`src/rtl/rsa_link_ctrl.sv`:
```
// rsa_link_ctrl: byte-stream controller between the UART and the mon_exp core.
//
// Parses framed commands from the UART receiver:
//   'K' (0x4B): BITLEN/8 bytes of n, then BITLEN/8 bytes of e, MSB-first.
//   'M' (0x4D): BITLEN/8 bytes of message, then a BRAM write, a mon_exp start,
//               and the result sent back MSB-first over the UART transmitter.
// New frames are locked out while computing or transmitting (dropped bytes set
// the sticky overrun flag), and a stalled frame is abandoned after RX_TIMEOUT
// idle cycles.
//
// Optional feature (macro RSA_LINK_NAK_EN): an unknown command byte in idle is
// answered with a single 0x15 byte. Without it, unknown bytes are ignored.
//
// Ports:
//   clk, rst          clock, synchronous active-high reset
//   rx_valid, rx_byte received-byte strobe and data
//   tx_busy           UART transmitter busy
//   tx_valid, tx_byte one-cycle transmit strobe and data
//   wr_addr, wr_data, wr_en  BRAM write port for the message word
//   exp_start         one-cycle start pulse to mon_exp
//   e, e_idx, n       exponent, index of its top set bit, modulus
//   mp_count          Montgomery iteration count (constant BITLEN)
//   exp_stop, ans     mon_exp done strobe and result
//   busy              high whenever the controller is not idle
//   overrun           sticky dropped-byte flag
module rsa_link_ctrl #(
    parameter int unsigned BITLEN     = 16,
    parameter int unsigned LOG_BITLEN = 4,
    parameter int unsigned ABITS      = 8,
    parameter int unsigned DBITS      = BITLEN,
    parameter int unsigned MSG_ADDR   = 0,
    parameter int unsigned RX_TIMEOUT = 120000
) (
    input  logic                  clk,
    input  logic                  rst,
    input  logic                  rx_valid,
    input  logic [7:0]            rx_byte,
    input  logic                  tx_busy,
    output logic                  tx_valid,
    output logic [7:0]            tx_byte,
    output logic [ABITS-1:0]      wr_addr,
    output logic [DBITS-1:0]      wr_data,
    output logic                  wr_en,
    output logic                  exp_start,
    output logic [BITLEN-1:0]     e,
    output logic [LOG_BITLEN-1:0] e_idx,
    output logic [BITLEN-1:0]     n,
    output logic [LOG_BITLEN:0]   mp_count,
    input  logic                  exp_stop,
    input  logic [BITLEN-1:0]     ans,
    output logic                  busy,
    output logic                  overrun
);

    localparam int unsigned NB = BITLEN / 8;
    localparam int unsigned CW = (NB > 1) ? $clog2(NB) : 1;
    localparam int unsigned TW = $clog2(RX_TIMEOUT) + 1;
    localparam logic [CW-1:0] LAST = CW'(NB - 1);
    localparam logic [TW-1:0] TO_LAST = TW'(RX_TIMEOUT - 1);
    localparam logic [7:0] CMD_KEY = 8'h4B;
    localparam logic [7:0] CMD_MSG = 8'h4D;
`ifdef RSA_LINK_NAK_EN
    localparam logic [7:0] NAK_BYTE = 8'h15;
`endif

    typedef enum logic [3:0] {
        StIdle, StKeyN, StKeyE, StScan, StMsg, StWrite, StStart, StWait,
        StTxLoad, StTxSend, StTxGuard, StTxWait
    } state_t;

    state_t            state;
    logic [BITLEN-1:0] shreg;
    logic [BITLEN-1:0] shreg_in;
    logic [CW-1:0]     cnt;       // rx byte count, scan byte index, tx byte count
    logic [TW-1:0]     to_cnt;
    logic [7:0]        scan_byte;
    logic              rx_state;

    function automatic logic [2:0] msb8(input logic [7:0] b);
        logic [2:0] p;
        p = 3'd0;
        for (int i = 0; i < 8; i++) begin
            if (b[i]) p = 3'(i);
        end
        return p;
    endfunction

    assign shreg_in  = {shreg[BITLEN-9:0], rx_byte};
    assign scan_byte = e[{cnt, 3'b000} +: 8];
    assign mp_count  = (LOG_BITLEN + 1)'(BITLEN);
    assign busy      = (state != StIdle);

    always_comb begin
        rx_state = (state inside {StIdle, StKeyN, StKeyE, StMsg});
    end

    always_ff @(posedge clk) begin
        if (rst) begin
            state     <= StIdle;
            shreg     <= '0;
            cnt       <= '0;
            to_cnt    <= '0;
            n         <= '0;
            e         <= '0;
            e_idx     <= '0;
            overrun   <= 1'b0;
            tx_valid  <= 1'b0;
            tx_byte   <= '0;
            wr_en     <= 1'b0;
            wr_addr   <= '0;
            wr_data   <= '0;
            exp_start <= 1'b0;
        end else begin
            tx_valid  <= 1'b0;
            wr_en     <= 1'b0;
            exp_start <= 1'b0;
            // Frame states handle their own bytes; a byte lost to a timeout is not an overrun.
            if (rx_valid && !rx_state) overrun <= 1'b1;

            unique case (state)
                StIdle: begin
                    if (rx_valid) begin
                        cnt    <= '0;
                        to_cnt <= '0;
                        if (rx_byte == CMD_KEY) begin
                            state <= StKeyN;
                        end else if (rx_byte == CMD_MSG) begin
                            state <= StMsg;
                        end
`ifdef RSA_LINK_NAK_EN
                        else begin
                            // Single-byte reply reusing the result transmit path.
                            shreg <= {NAK_BYTE, {(BITLEN - 8){1'b0}}};
                            cnt   <= LAST;
                            state <= StTxLoad;
                        end
`endif
                    end
                end
                StKeyN, StKeyE, StMsg: begin
                    if (to_cnt == TO_LAST) begin
                        state <= StIdle;
                    end else if (rx_valid) begin
                        to_cnt <= '0;
                        shreg  <= shreg_in;
                        cnt    <= cnt + 1'b1;
                        if (cnt == LAST) begin
                            cnt <= '0;
                            case (state)
                                StKeyN: begin
                                    n     <= shreg_in;
                                    state <= StKeyE;
                                end
                                StKeyE: begin
                                    e     <= shreg_in;
                                    cnt   <= LAST;  // scan starts at the top byte
                                    state <= StScan;
                                end
                                default: begin
                                    wr_en   <= 1'b1;
                                    wr_addr <= ABITS'(MSG_ADDR);
                                    wr_data <= DBITS'(shreg_in);
                                    state   <= StWrite;
                                end
                            endcase
                        end
                    end else begin
                        to_cnt <= to_cnt + 1'b1;
                    end
                end
                StScan: begin
                    if (scan_byte != 8'h00) begin
                        e_idx <= LOG_BITLEN'({cnt, msb8(scan_byte)});
                        state <= StIdle;
                    end else if (cnt == '0) begin
                        e_idx <= '0;
                        state <= StIdle;
                    end else begin
                        cnt <= cnt - 1'b1;
                    end
                end
                StWrite: begin
                    exp_start <= 1'b1;
                    state     <= StStart;
                end
                StStart: state <= StWait;
                StWait: begin
                    if (exp_stop) begin
                        shreg <= ans;
                        cnt   <= '0;
                        state <= StTxLoad;
                    end
                end
                StTxLoad: state <= StTxSend;
                StTxSend: begin
                    if (!tx_busy) begin
                        tx_valid <= 1'b1;
                        tx_byte  <= shreg[BITLEN-1 -: 8];
                        state    <= StTxGuard;
                    end
                end
                // Gives the UART a cycle to raise tx_busy after the strobe.
                StTxGuard: state <= StTxWait;
                StTxWait: begin
                    if (!tx_busy) begin
                        shreg <= {shreg[BITLEN-9:0], 8'h00};
                        if (cnt == LAST) begin
                            state <= StIdle;
                        end else begin
                            cnt   <= cnt + 1'b1;
                            state <= StTxSend;
                        end
                    end
                end
                default: state <= StIdle;
            endcase
        end
    end

endmodule

```
`config.mk`:
```
export PLATFORM = sky130hd
export DESIGN_NAME = rsa_link_ctrl
export DESIGN_NICKNAME = d
export VERILOG_FILES = /design/src/rtl/rsa_link_ctrl.sv
export SDC_FILE = /design/constraint.sdc
export NUM_CORES = 1
export LEC_CHECK = 0
export ABC_AREA = 1
export CAP_MARGIN = 20
export CELL_PAD_IN_SITES_DETAIL_PLACEMENT = 0
export CELL_PAD_IN_SITES_GLOBAL_PLACEMENT = 1
export CORE_MARGIN = 5
export CORE_UTILIZATION = 47
export DETAILED_ROUTE_END_ITERATION = 16
export DONT_BUFFER_PORTS = 1
export GPL_ROUTABILITY_DRIVEN = 0
export HOLD_SLACK_MARGIN = 0.06
export PLACE_DENSITY = 0.8
export SLEW_MARGIN = 10
export SYNTH_ARGS = -nofsm -noshare
export SYNTH_HDL_FRONTEND = slang
export SYNTH_SLANG_ARGS = --single-unit
```
`constraint.sdc`:
```
create_clock -name clk -period 3.1 [get_ports clk]
set_input_delay 0.62 -clock clk [delete_from_list [all_inputs] [get_ports clk]]
set_output_delay 0.62 -clock clk [all_outputs]
set_load 0.005 [all_outputs]
```
Word-level counts from Yosys, hierarchy flattened
Index checks and enable logic that the tools add are counted.
{"block": "word_totals", "regBits": 103, "output_inout_bits": 78, "wordCells": 117}
{"block": "classes", "add_sub_neg": 3, "n_eq_ne": 26, "shift": 1, "mux": 45, "bitwise_logic": 7, "reduce_logical": 22}
{"operator": "16-bit 2-to-1 mux", "count": 4}
{"operator": "18-bit 2-to-1 mux", "count": 3}
{"operator": "4-bit 2-to-1 mux", "count": 13}
{"operator": "16-bit case mux with 3 select lines", "count": 1}
{"operator": "4-bit case mux with 10 select lines", "count": 1}
{"operator": "18-bit case mux with 2 select lines", "count": 1}
{"operator": "5-bit AND reduction", "count": 4}
{"operator": "18-bit by 1-bit adder with 18-bit output (second input constant)", "count": 1}
{"operator": "18-bit by 17-bit == test with 1-bit output (second input constant)", "count": 1}
{"operator": "3-bit 2-to-1 mux", "count": 6}
{"operator": "4-bit by 3-bit == test with 1-bit output (second input constant)", "count": 4}
{"operator": "4-bit == test (second input constant)", "count": 4}
{"operator": "8-bit by 7-bit == test with 1-bit output (second input constant)", "count": 2}
{"operator": "16-bit by 5-bit variable part select with 8-bit output", "count": 1}
{"operator": "1-bit 2-to-1 mux", "count": 14}
{"operator": "2-bit != test (second input constant)", "count": 7}
{"operator": "3-bit != test (second input constant)", "count": 3}
{"operator": "4-bit by 2-bit == test with 1-bit output (second input constant)", "count": 2}
{"operator": "8-bit AND reduction", "count": 1}
{"operator": "4-bit nonzero test", "count": 2}
{"operator": "8-bit nonzero test", "count": 1}
{"operator": "1-bit NOT", "count": 7}
{"operator": "7-bit AND reduction", "count": 1}
{"operator": "3-bit case mux with 2 select lines", "count": 1}
{"operator": "other kinds (17)", "count": 19}

Longest topological paths before layout
{"block": "depth", "ltp_word": 9, "mapped_depth": 14}

Least setup slack after synthesis
OpenSTA, ideal clock, no wires.
{"block": "synth_timing", "path_type": "reg-to-reg", "start": "reg to_cnt[0]", "end": "reg shreg[0]", "arrival_time_ns": 1.589, "required_ns": 2.985, "path_slack_ns": 1.396, "path_stages_with_launch": 10, "n_path_buf": 1, "synth_period_minus_slack_ns": 1.704, "cell_sequence": "dfxtp_1 -> ha_1 -> nand3_1 -> nor2_1 -> nand3_2 -> nand2_1 -> nand2_2 -> buf_2 -> a21oi_1 -> nor2_1"}
{"block": "synth_via", "elab_chain_cells": 3}
{"element": "start: declaration", "line": "75", "text": "logic [TW-1:0] to_cnt;"}
{"element": "start signal: assignment", "line": "168", "text": "to_cnt <= to_cnt + 1'b1;"}
{"element": "18-bit by 17-bit == test with 1-bit output", "line": "141", "text": "if (to_cnt == TO_LAST) begin"}
{"element": "2-bit != test (no line)"}
{"element": "5-bit AND reduction (no line)"}
{"element": "end signal: assignment", "line": "145", "text": "shreg <= shreg_in;"}
{"element": "end signal: assignment", "line": "189", "text": "shreg <= ans;"}
{"element": "end signal: assignment", "line": "206", "text": "shreg <= {shreg[BITLEN-9:0], 8'h00};"}
{"element": "end: declaration", "line": "72", "text": "logic [BITLEN-1:0] shreg;"}
Every way passes these cells.
A chain may end at the register's enable or synchronous reset.

Worst setup path in the final report
{"block": "layout_timing", "start": "reg state[0]", "end": "reg wr_data[14]"}
{"block": "layout_via", "elab_chain_cells": 4}
{"element": "start: declaration", "line": "71", "text": "state_t state;"}
{"element": "start signal: assignment", "line": "99", "text": "state <= StIdle;"}
{"element": "start signal: assignment", "line": "126", "text": "state <= StKeyN;"}
{"element": "start signal: assignment", "line": "128", "text": "state <= StMsg;"}
{"element": "4-bit by 1-bit == test with 1-bit output / 4-bit by 2-bit == test with 1-bit output (equally long branches)", "line": "120, 149"}
{"element": "2-bit OR reduction (no line)"}
{"element": "1-bit NOT (no line)"}
{"element": "5-bit AND reduction (no line) (*)"}
{"element": "end signal: assignment", "line": "162", "text": "wr_data <= DBITS'(shreg_in);"}
{"element": "end: declaration", "line": "42", "text": "output logic [DBITS-1:0] wr_data,"}
Every way passes the cells marked *; elsewhere a longest branch is shown, timed or not.

==> summary.txt <==
Worst path max stage delay: 0.61 ns
Routed WL: 14900 µm
CP Cell Sequence: inv_1 > nor2_1 > nand2_1 > nand2_2 > nor2_4 > nor2_1 > nand4_2 > nor2_1 > nor2_1
maxcap violations: 0
Clock Path Buffers: 2
number of global-route vias before repair: 4544
Static Leak: 0.00235 µW
Residual DRC: 0
Syn Area/Cell: 6.45 µm²
Sw Ratio: 0.449
Slew @ Worst Pin: 0.801 ns
Num CTS Buffers: 9
Die W: 116 µm
Setup TNS: 0 ns
largest net degree at the start of global routing: 34
combinational power share: 0.427
placed cells: 926
Psw: 2010 µW
Reg clk slew, reported paths: 0.10 ns
Synth Warn #: 0
register area: 2060 µm²
Slew HR: 0.465
Crit Path Class: register to register
Final Max Tran Viols: 0
Die Footprint: 13400 µm²
row count: 38
Finish-stage setup viols: 0
Die Y: 116 µm
Worst-Skew Late Latency: 0.37 ns
Seq pwr share: 0.386
Required @ worst endpoint: 3.36 ns
f_max: 430 MHz
Fin. Hold Viols: 0
n_diodes: 0
Final Cycle Share: 0.750
unrepaired setup endpoints after global routing: no
outcome: finished clean
Yosys reg bits: 103
Yosys top cell by area: dfxtp_1
Synth top area share: 0.392
Final ANT Viol Nets: 0
share of cells above drive strength 1: 0.0574
gr usage total: 0.223
multi-input combinational cell area: 2640 µm²
CP max-delay cell: nand4_2
post-cts gate resize count: 0
nets: 827
clk root buf: clkbuf_8
most area-consuming cells after synthesis: dfxtp_1, nand2_1, nor2_1
PD cells: 822 nW/µm²
initial antenna violation count: 0
DRT iter0 DRCs: 362
first-pass GRT wire length: 23600 µm
DP HPWL: 11000 µm
Clock power frac: 0.186
Pre-antenna DRT Iters: 4
Critical path buffers and inverters: 1
mapped cell area: 5250 µm²
Vias: 4917
Port Buffers: 0
crit end category: register
Final Critical Period: 2.33 ns
clk sink count: 103
crit path launch type: register
# fillers: 1148
vias per inst: 5.23
cts-stage hold buffer count: 0
io pins: 107
total global routing overflow: 0
P&R area growth vs syn: 3.52%
Initial Util: 0.483
worst-path maximum fanout: 33
CP delay by family, top: simple AND/OR/NAND/NOR gates
VDD IR max: 0.000394 V
Internal: 2470 µW
post-layout util: 0.500
H-tree Lvls: 3
CTS tree: done
post-synthesis sequential area ratio: 0.392
CP arrival: 2.59 ns
Non-Filler Instances: 941
WL/cell: 15.8 µm
Yosys cell types: 32
cell mode on critical path: nor2_1
setup bufs post-CTS: 0
Worst Clk Skew: 0.0126 ns
post-synthesis cell count: 814
area of the core: 10900 µm²
Hold WC Path Type: primary input to register
cell usage after synthesis (all sizes together):
cell type and count:
nor3 3, xnor2 1, or2 2, nor2 137, nand4 17, clkbuf 9
xor2 1, o21bai 1, dfxtp 103, clkinv 3, buf 37, conb 2
a21oi 71, o21a 1, o21ai 51, inv 84, a22oi 8, ha 1
nand3b 9, nand2 226, nand3 46, and2 1
routing by layer:
metal | routed length [µm] | track usage | vias up
met3 | 1300 | 0.0611 | 20
met1 | 6870 | 0.312 | 2220
met5 | 0 | 0 | -
met2 | 6400 | 0.329 | 163
met4 | 340 | 0.0797 | 0
li1 | - | - | 2514
final timing paths:
check,from,end,slack [ns],cells past startpoint
setup reg to reg,state[0]$_SDFFE_PP0P_,wr_data[14]$_SDFFE_PP0P_,0.77,9
setup / recovery,state[0]$_SDFFE_PP0P_,wr_data[14]$_SDFFE_PP0P_,0.77,9
hold / removal,rst,e_idx[0]$_SDFFE_PP0P_,0.30,1
hold reg to reg,n[10]$_SDFFE_PP0P_,n[10]$_SDFFE_PP0P_,0.47,2
state kept, by name (all words and copies together), names as in the netlist:
name,cells
e,16
tx_byte,8
state,4
wr_en,1
n,16
exp_start,1
wr_data,16
shreg,16
to_cnt,18
e_idx,4
overrun,1
tx_valid,1
cnt,1
logic make-up after synthesis:
| group | Yosys count | synth area share |
|---|---|---|
| AND/OR/NAND/NOR | 441 | 0.356 |
| buffers and inverters | 133 | 0.114 |
| flip-flops | 103 | 0.392 |
| other | 2 | 0.00143 |
| AO/OA/AOI/OAI | 132 | 0.131 |
| XOR/XNOR | 2 | 0.00333 |
| adder cells (fa/ha/maj) | 1 | 0.00238 |
power groups by stage:
stage	sequential, µW	combinational [µW]	clock, µW
2_1_floorplan	1660	1690	0
3_3_place_gp	1760	1860	0
3_5_place_dp	1760	1890	0
4_1_cts	1730	1900	863
5_1_grt	1750	2170	908
6_report	1730	1910	834
cell usage in the layout (no fill, tap or decap), types with 3 or more instances in the layout:
cell type  count
nand2_1      218
nand3b_1       9
dfxtp_1      103
nor2_2         3
a21oi_1       71
inv_1         78
conb_1        13
nor3_1         3
a22oi_1        8
o21ai_0       51
nand2_2        8
nor2_1       132
inv_2          7
nand4_1       16
clkbuf_8       9
nand3_1       43
buf_4          7
metrics by stage:
stage	setup slack (ns)	hold WS, ns	total power (µW)	area, µm²
floorplan	1.40	0.440	3350	5300
global placement	0.866	0.456	3610	5250
detailed placement	0.789	0.461	3650	5250
CTS	0.773	0.296	4490	5440
global route	0.590	0.286	4830	5440
finish	0.774	0.302	4470	5440
cell type report:
cell class	instances	share of cell area
inverters	87	0.0600
clock buffers	11	0.0242
clock inverters	4	0.0101
multi-input cells	589	0.485
repair buffers	7	0.00966
well taps	140	0.0322
flip-flops and latches	103	0.379
worst reg2reg max path: cells and delay by family, from the launching register on:
kind,cells,cell delay [ns]
flip-flops,1,0.48
AND/OR/NAND/NOR,8,1.62
buffers and inverters,1,0.12
(Power assumes the default switching activity.)
